[src/rtl/input_debounce_reader_pkg.sv]
// input_debounce_reader_pkg: event FSM encoding and board-clock debounce defaults.
package input_debounce_reader_pkg;
    // 1 ms of stability at the 50 MHz board clock
    localparam int DEF_STABLE_CYCLES = 50000;
    localparam int DEF_CNT_W = 16;
    typedef enum logic {IDLE = 1'b0, HOLD = 1'b1} state_t;
endpackage

[src/rtl/input_debounce_reader_if.sv]
// input_debounce_reader_if: pin-side inputs and consumer-side outputs of the debounce reader.
interface input_debounce_reader_if #(parameter int N = 4);
    logic [N-1:0] raw_in, level_out, rise_pulse, fall_pulse, event_code;
    logic event_valid, event_ack;
    modport master (
        output raw_in, event_ack,
        input level_out, rise_pulse, fall_pulse, event_valid, event_code
    );
    modport slave (
        input raw_in, event_ack,
        output level_out, rise_pulse, fall_pulse, event_valid, event_code
    );
endinterface

[src/rtl/input_debounce_reader_debounce_channel.sv]
// debounce_channel: two-flop synchronizer, stability counter and registered level/edge pulses for one pin.
module debounce_channel #(
    parameter int STABLE_CYCLES = 4,
    parameter int CNT_W = 16
) (
    input logic clk,
    input logic reset_n,
    input logic raw,
    output logic level,
    output logic rise,
    output logic fall
);
    logic s1, s2;
    logic [CNT_W-1:0] cnt;
    always_ff @(posedge clk or negedge reset_n)
        if (!reset_n) begin
            s1 <= 1'b0;
            s2 <= 1'b0;
            cnt <= '0;
            level <= 1'b0;
            rise <= 1'b0;
            fall <= 1'b0;
        end else begin
            s1 <= raw;
            s2 <= s1;
            rise <= 1'b0;
            fall <= 1'b0;
            // any return to the current level restarts the stability window
            if (s2 == level) cnt <= '0;
            else if (cnt == CNT_W'(STABLE_CYCLES - 1)) begin
                level <= s2;
                cnt <= '0;
                rise <= s2;
                fall <= ~s2;
            end else cnt <= cnt + 1'b1;
        end
endmodule

[src/rtl/input_debounce_reader.sv]
// input_debounce_reader: debounced switch levels, edge pulses and a press-event record with valid/ack.
module input_debounce_reader
    import input_debounce_reader_pkg::*;
#(
    parameter int N = 4,
    parameter int STABLE_CYCLES = DEF_STABLE_CYCLES,
    parameter int CNT_W = DEF_CNT_W
) (
    input logic clk,
    input logic reset_n,
    input_debounce_reader_if.slave bus
);
    logic [N-1:0] level, rise, fall, pending, code;
    logic valid;
    state_t state;
    for (genvar g = 0; g < N; g++) begin : g_ch
        debounce_channel #(.STABLE_CYCLES(STABLE_CYCLES), .CNT_W(CNT_W)) u_ch (
            .clk(clk),
            .reset_n(reset_n),
            .raw(bus.raw_in[g]),
            .level(level[g]),
            .rise(rise[g]),
            .fall(fall[g])
        );
    end
    assign bus.level_out = level;
    assign bus.rise_pulse = rise;
    assign bus.fall_pulse = fall;
    assign bus.event_valid = valid;
    assign bus.event_code = code;
    // a rise arriving with the ack goes into the next record, so nothing is lost
    always_ff @(posedge clk or negedge reset_n)
        if (!reset_n) begin
            state <= IDLE;
            valid <= 1'b0;
            code <= '0;
            pending <= '0;
        end else if (state == IDLE) begin
            if (|rise) begin
                state <= HOLD;
                valid <= 1'b1;
                code <= rise;
            end
        end else if (bus.event_ack) begin
            pending <= '0;
            if (|(pending | rise)) code <= pending | rise;
            else begin
                state <= IDLE;
                valid <= 1'b0;
                code <= '0;
            end
        end else pending <= pending | rise;
endmodule

[src/flat_wrapper.sv]
// flat-port wrapper written by rule: the top's interface ports become plain ports
module input_debounce_reader_flat import input_debounce_reader_pkg::*;
#(
    parameter int N = 4,
    parameter int STABLE_CYCLES = DEF_STABLE_CYCLES,
    parameter int CNT_W = DEF_CNT_W
)
  (clk, reset_n, bus_raw_in, bus_event_ack, bus_level_out, bus_rise_pulse, bus_fall_pulse, bus_event_valid, bus_event_code);
  input_debounce_reader_if #(.N(N)) bus_i ();
  input logic clk;
  input logic reset_n;
  input wire logic [$bits(bus_i.raw_in)-1:0] bus_raw_in;
  input wire logic [$bits(bus_i.event_ack)-1:0] bus_event_ack;
  output wire logic [$bits(bus_i.level_out)-1:0] bus_level_out;
  output wire logic [$bits(bus_i.rise_pulse)-1:0] bus_rise_pulse;
  output wire logic [$bits(bus_i.fall_pulse)-1:0] bus_fall_pulse;
  output wire logic [$bits(bus_i.event_valid)-1:0] bus_event_valid;
  output wire logic [$bits(bus_i.event_code)-1:0] bus_event_code;
  assign bus_i.raw_in = bus_raw_in;
  assign bus_i.event_ack = bus_event_ack;
  assign bus_level_out = bus_i.level_out;
  assign bus_rise_pulse = bus_i.rise_pulse;
  assign bus_fall_pulse = bus_i.fall_pulse;
  assign bus_event_valid = bus_i.event_valid;
  assign bus_event_code = bus_i.event_code;
  input_debounce_reader #(.N(N), .STABLE_CYCLES(STABLE_CYCLES), .CNT_W(CNT_W)) u_core (.clk(clk), .reset_n(reset_n), .bus(bus_i));
endmodule
[config.mk]
export PLATFORM = sky130hd
export DESIGN_NAME = input_debounce_reader_flat
export DESIGN_NICKNAME = d
export VERILOG_FILES = /design/src/rtl/input_debounce_reader_pkg.sv /design/src/rtl/input_debounce_reader_if.sv /design/src/rtl/input_debounce_reader_debounce_channel.sv /design/src/rtl/input_debounce_reader.sv /design/src/flat_wrapper.sv
export SDC_FILE = /design/constraint.sdc
export NUM_CORES = 1
export LEC_CHECK = 0
export CORE_AREA = 2 2 90 92
export DETAILED_ROUTE_END_ITERATION = 8
export DIE_AREA = 0 0 92 94
export DONT_BUFFER_PORTS = 1
export PLACE_DENSITY = 0.74
export SLEW_MARGIN = 30
export SYNTH_ARGS = -nofsm -noshare
export SYNTH_HDL_FRONTEND = slang
export SYNTH_SLANG_ARGS = --single-unit
export TNS_END_PERCENT = 20
[constraint.sdc]
create_clock -name clk -period 1.7 [get_ports clk]
set_input_delay 0.34 -clock clk [delete_from_list [all_inputs] [get_ports clk]]
set_output_delay 0.34 -clock clk [all_outputs]
set_load 0.05 [all_outputs]
Word-level counts from Yosys, hierarchy flattened --
Cells that the tools add are included.
Word-level totals: register bits after elaboration 94, bits of input ports 7, output and inout bits 17, word-level logic and storage cells 97
Operators by class: $add $sub $neg 4, equal/unequal tests 10, mux-type cells 37, bitwise logic cells 9, reductions and logical operators 9
Operator list (number):
- 16-bit two-way mux | 8
- 16-bit by 1-bit adder with 16-bit output (second input constant) | 4
- 16-bit == test (second input constant) | 4
- 1-bit two-way mux | 24
- 4-bit two-way mux | 5
- 2-bit AND reduction | 5
- 1-bit NOT | 8
- 4-bit OR reduction | 2
- 1-bit == test | 4
- 2-bit inequality test (second input constant) | 2
- 4-bit OR | 1
- 3-bit AND reduction | 1
- 2-bit nonzero test | 1

Depth between registers and ports, before layout --
word-level depth 5, mapped depth 6, mapped depth without buffers 5

Hierarchy --
A second synthesis with hierarchy kept.
Unflattened totals: cell total of the unflattened synthesis 404, area total of the unflattened synthesis 4396.7 sq um
By module, submodules not included:
- debounce_channel | times used 4, cells each 90, area each 984.7 sq um
- input_debounce_reader | times used 1, cells each 44, area each 457.9 sq um

Worst setup path before layout --
Ideal clock, no wire load.
path type register to register, start reg u_core.g_ch[3].u_ch.cnt[11], end reg u_core.g_ch[3].u_ch.level, setup time 0.125 ns, arrival 1.634 ns, required time 1.575 ns, slack -0.059 ns, stages on the path, launching flop included 4, path buffers 0, period minus slack after synthesis 1.759 ns, cells stage by stage dfrtp_1 -> or3_1 -> or4_4 -> mux2_4
Between the ends: cells in the longest elaborated chain, start to end 2
Ends and longest elaborated chain:
- from (decl) | RTL line input_debounce_reader_debounce_channel.sv:14 | logic [CNT_W-1:0] cnt;
- from (signal assigned) | RTL line input_debounce_reader_debounce_channel.sv:35 | end else cnt <= cnt + 1'b1;
- 16-bit == test | RTL line input_debounce_reader_debounce_channel.sv:30 | else if (cnt == CNT_W'(STABLE_CYCLES - 1)) begin
- 2-bit AND reduction (no source line)
- to (signal assigned) | RTL line input_debounce_reader_debounce_channel.sv:20 | level <= 1'b0;
- to (signal assigned) | RTL line input_debounce_reader_debounce_channel.sv:31 | level <= s2;
- to (decl) | RTL line input_debounce_reader_debounce_channel.sv:9 | output logic level,
No other way between the ends. A chain may end at the register's enable or synchronous reset.

Final worst setup path --
start reg u_core.g_ch[1].u_ch.cnt[4], end reg u_core.g_ch[1].u_ch.level
Between the ends: cells in the longest elaborated chain, start to end 2
Ends and longest elaborated chain (RTL line):
- from (decl) | input_debounce_reader_debounce_channel.sv:14
- from (signal assigned) | input_debounce_reader_debounce_channel.sv:35
- 16-bit == test | input_debounce_reader_debounce_channel.sv:30
- 2-bit AND reduction (no source line)
- to (signal assigned) | input_debounce_reader_debounce_channel.sv:20
- to (signal assigned) | input_debounce_reader_debounce_channel.sv:31
- to (decl) | input_debounce_reader_debounce_channel.sv:9
No other way between the ends.

==> results.tsv <==
stage	metric	value	unit
timing	max_freq	565	MHz
timing	fin_crit_sh	1.04	
clock_network	clkTransAtPathRegs	90	ps
place	io_buffers	0	
synthesis	syn_inst	403	
clock_network	cts_root_buffer	clkbuf_8	
pwr	p_sw_frac	0.207	
synthesis	syn_area	4260	µm²
detailed_routing	drt_iter0_drc	237	
synthesis	synthDistinctLibCells	38	
pwr	switchingPower	0.000830	W
global_route	antenna_found_initial	0	
floorplanning	die_height	94	µm
clock_network	clock_sinks	94	
floorplanning	ios	24	
synthesis	synth.most_common_cell	dfrtp_1	
clock_network	cts_tree	built	
detailed_routing	drtAntennaViolNets	0	
timing	setup_violations	3	
pwr	p_leak	2.02	nW
critical_path	ff2ff_setup_slack	-70	ps
layout	area_growth_syn_to_layout	15.1	%
critical_path	worst_setup_path_end_kind	flop	
floorplanning	core.rowCount	32	
clock_network	post_cts_buffers	0	
clock_network	htree_levels	3	
pwr	combPwrFrac	0.024	
clock_network	clock_path_buffers	2	
timing	hold_viol	94	
critical_path	cp-start-kind	flop	
synthesis	yosysWarnings	0	
timing	final.setup.worst_slack	-68.4	ps
layout	final_nets	447	
place	gp_congestion	0.862	
timing	hold_ws	-329	ps
timing	rsz0062_at_grt	true	
detailed_routing	wire_per_inst	14.3	µm
status	violations	hold timing, setup timing	
timing	slew-limit-headroom	0.639	
timing	final_max_slew_viol_count	0	
synthesis	ys_ff_latch	94	
synthesis	synth_seq_area_share	0.552	
critical_path	startpoint	u_core.g_ch[1].u_ch.cnt[4]	
hold_path	hold_path.class	input pin to async pin	
pwr	p_int	0.00318	W
global_route	grt_pass1_vias	2829	
timing	tightest_slew	541	ps
detailed_routing	wirelength	7750	µm
synthesis	synth_common_cells	dfrtp_1, nor2_1, xnor2_1	
pwr	vdd_drop_max	0.582	mV
synthesis	yosys.area.top_type_share	0.552	
detailed_routing	vias	2964	
synthesis	syn_avg_cell_area	10.6	µm²
timing	fin_crit	1770	ps
critical_path	rr_endpoint	u_core.g_ch[1].u_ch.level	
global_route	grt_max_degree	95	
synthesis	synth_async_sr_flop_share	1.00	
place	place_hpwl	5170	µm
detailed_routing	drc_errors	0	
critical_path	rr_worst_depth	4	
critical_path	cp.arrival	2000	ps
floorplanning	die_w	92	µm
floorplanning	core	7610	µm²
critical_path	cp_max_fo	4	
synthesis	synth_area_leaders	dfrtp_1, xnor2_1, nor2_1	
critical_path	critPathCapture	u_core.g_ch[1].u_ch.level	
critical_path	worstPathRequired	1930	ps
layout	drive_gt1_frac	0.170	
pwr	seqPwrFrac	0.573	
status	outcome	finished, violations left	
pwr	power.density	819	nW/µm²
synthesis	synth_edf_count	0	
critical_path	r2r_start	u_core.g_ch[1].u_ch.cnt[4]	
synthesis	syn_nets	414	
job	maxCapViolations	0	
pwr	pwr-share-clk	0.403	
floorplanning	start_util	0.560	
detailed_routing	via_per_inst	5.46	
global_route	overflow	0	
global_route	grt_pass1_wl	13200	µm
timing	fin_skew	9.17	ps
clock_network	cts_inserted_buffers	9	
layout	diodes	0	
floorplanning	dieArea	8650	µm²
critical_path	crit_type	flop to flop	
synthesis	yosys.area.top_type	dfrtp_1	
global_route	grt_usage	0.193	
detailed_routing	drt_first_pass_iters	4	
synthesis	ys.flop_type	dfrtp_1	
place	pre_cts_ws	-63.4	ps
clock_network	clkLatencyLatePin	350	ps
==> layout make-up <==
class	count	area, µm²
inverter	8	30.0
multi-input combinational	282	1830
timing repair buffer	41	338
fill	584	2710
clock buffer	11	141
tap	102	128
sequential	94	2350
clock inverter	5	82.6
==> worst max-delay path, stage by stage (launching register included) <==
cell and delay (ps):
dfrtp_1 400, nor4_2 280, nand3b_1 130, or4_4 530
mux2_4 310
==> placed cells by master, fill, tap and decap left out, types with 3 or more instances in the layout <==
master         synthesis  routed
clkbuf_8               0      10
or4_1                  3       3
nor2_1                71      68
nor4_2                 0       3
clkinvlp_4             0       3
nand4_1               14      14
buf_4                 12      34
dfrtp_1               94      93
and3_1                 6       5
xor2_1                15      15
nand2_1               23      22
nor3_1                11      11
xnor2_1               43      43
nor4bb_1               4       3
and4_1                 3       3
nor4_1                14      11
inv_1                  8       8
nor3b_1                9       9
nand3_1               21      20
dlygate4sd3_1          0       4
a21oi_1               15      15
o21ai_0                5       5
==> worst min path at each step <==
stage | start | endpoint | slack [ps]
2_1_floorplan | reset_n | u_core.bus.event_code[0] | 40
3_5_place_dp | reset_n | u_core.g_ch[0].u_ch.cnt[15] | 50
4_1_cts | reset_n | u_core.g_ch[0].u_ch.cnt[15] | -350
3_3_place_gp | reset_n | u_core.g_ch[0].u_ch.cnt[14] | 50
5_1_grt | reset_n | u_core.g_ch[0].u_ch.cnt[13] | -350
6_report | reset_n | u_core.g_ch[0].u_ch.cnt[5] | -330
==> power by group through the flow <==
stage / clock network, W / registers [W] / logic [W]
after floorplan: 0 / 0.00233 / 0.0000585
after global placement: 0 / 0.00234 / 0.0000784
after detailed placement: 0 / 0.00234 / 0.0000812
after CTS: 0.00166 / 0.00230 / 0.0000861
after global routing: 0.00174 / 0.00230 / 0.000108
final: 0.00162 / 0.00230 / 0.0000965
==> cells by family (layout without fill, tap and decap cells) <==
kind of cell	count (synthesis)	after routing	synth area share
buffers and inverters	27	65	0.0367
adder cells (fa/ha/maj)	4	4	0.0118
AO/OA/AOI/OAI	24	24	0.0326
multiplexers	5	5	0.0138
flip-flops	94	94	0.552
XOR/XNOR	58	58	0.119
AND/OR/NAND/NOR	191	191	0.234
==> stage by stage <==
step                      TNS (ps)  utilization  cells  power (W)  cell area [µm²]
after floorplan              -41.5            -    403    0.00239             4270
after global placement       -30.5        0.599    523    0.00242             4560
after detailed placement     -63.4        0.599    523    0.00242             4560
after CTS                    -77.3        0.632    540    0.00405             4810
after global routing         -1990        0.644    543    0.00415             4900
final                         -119        0.644    543    0.00401             4900
==> what timing repair did <==
action / CTS / global route
hold buffers: 1 / 3
resized for setup: 2 / 15
endpoints found under the hold margin: 95 / 97
setup endpoints to repair: 4 / 44
pin swaps: 3 / 7
==> flip-flops by register name (all words and copies together) (netlist names) <==
register / flops
u_core.g_ch.u_ch.level: 4
u_core.bus.event_code: 4
u_core.g_ch.u_ch.s2: 4
u_core.g_ch.u_ch.rise: 4
u_core.g_ch.u_ch.cnt: 64
u_core.bus.event_valid: 1
u_core.state: 1
u_core.pending: 4
u_core.g_ch.u_ch.s1: 4
u_core.g_ch.u_ch.fall: 4
==> layer usage <==
layer	vias up	global-route usage	routed length, µm
li1	1447	-	-
met1	1460	0.266	3620
met2	49	0.297	3650
met3	8	0.0506	363
met4	0	0.0721	106
met5	-	0	0
No activity file was read; power rests on OpenSTA's default activity.
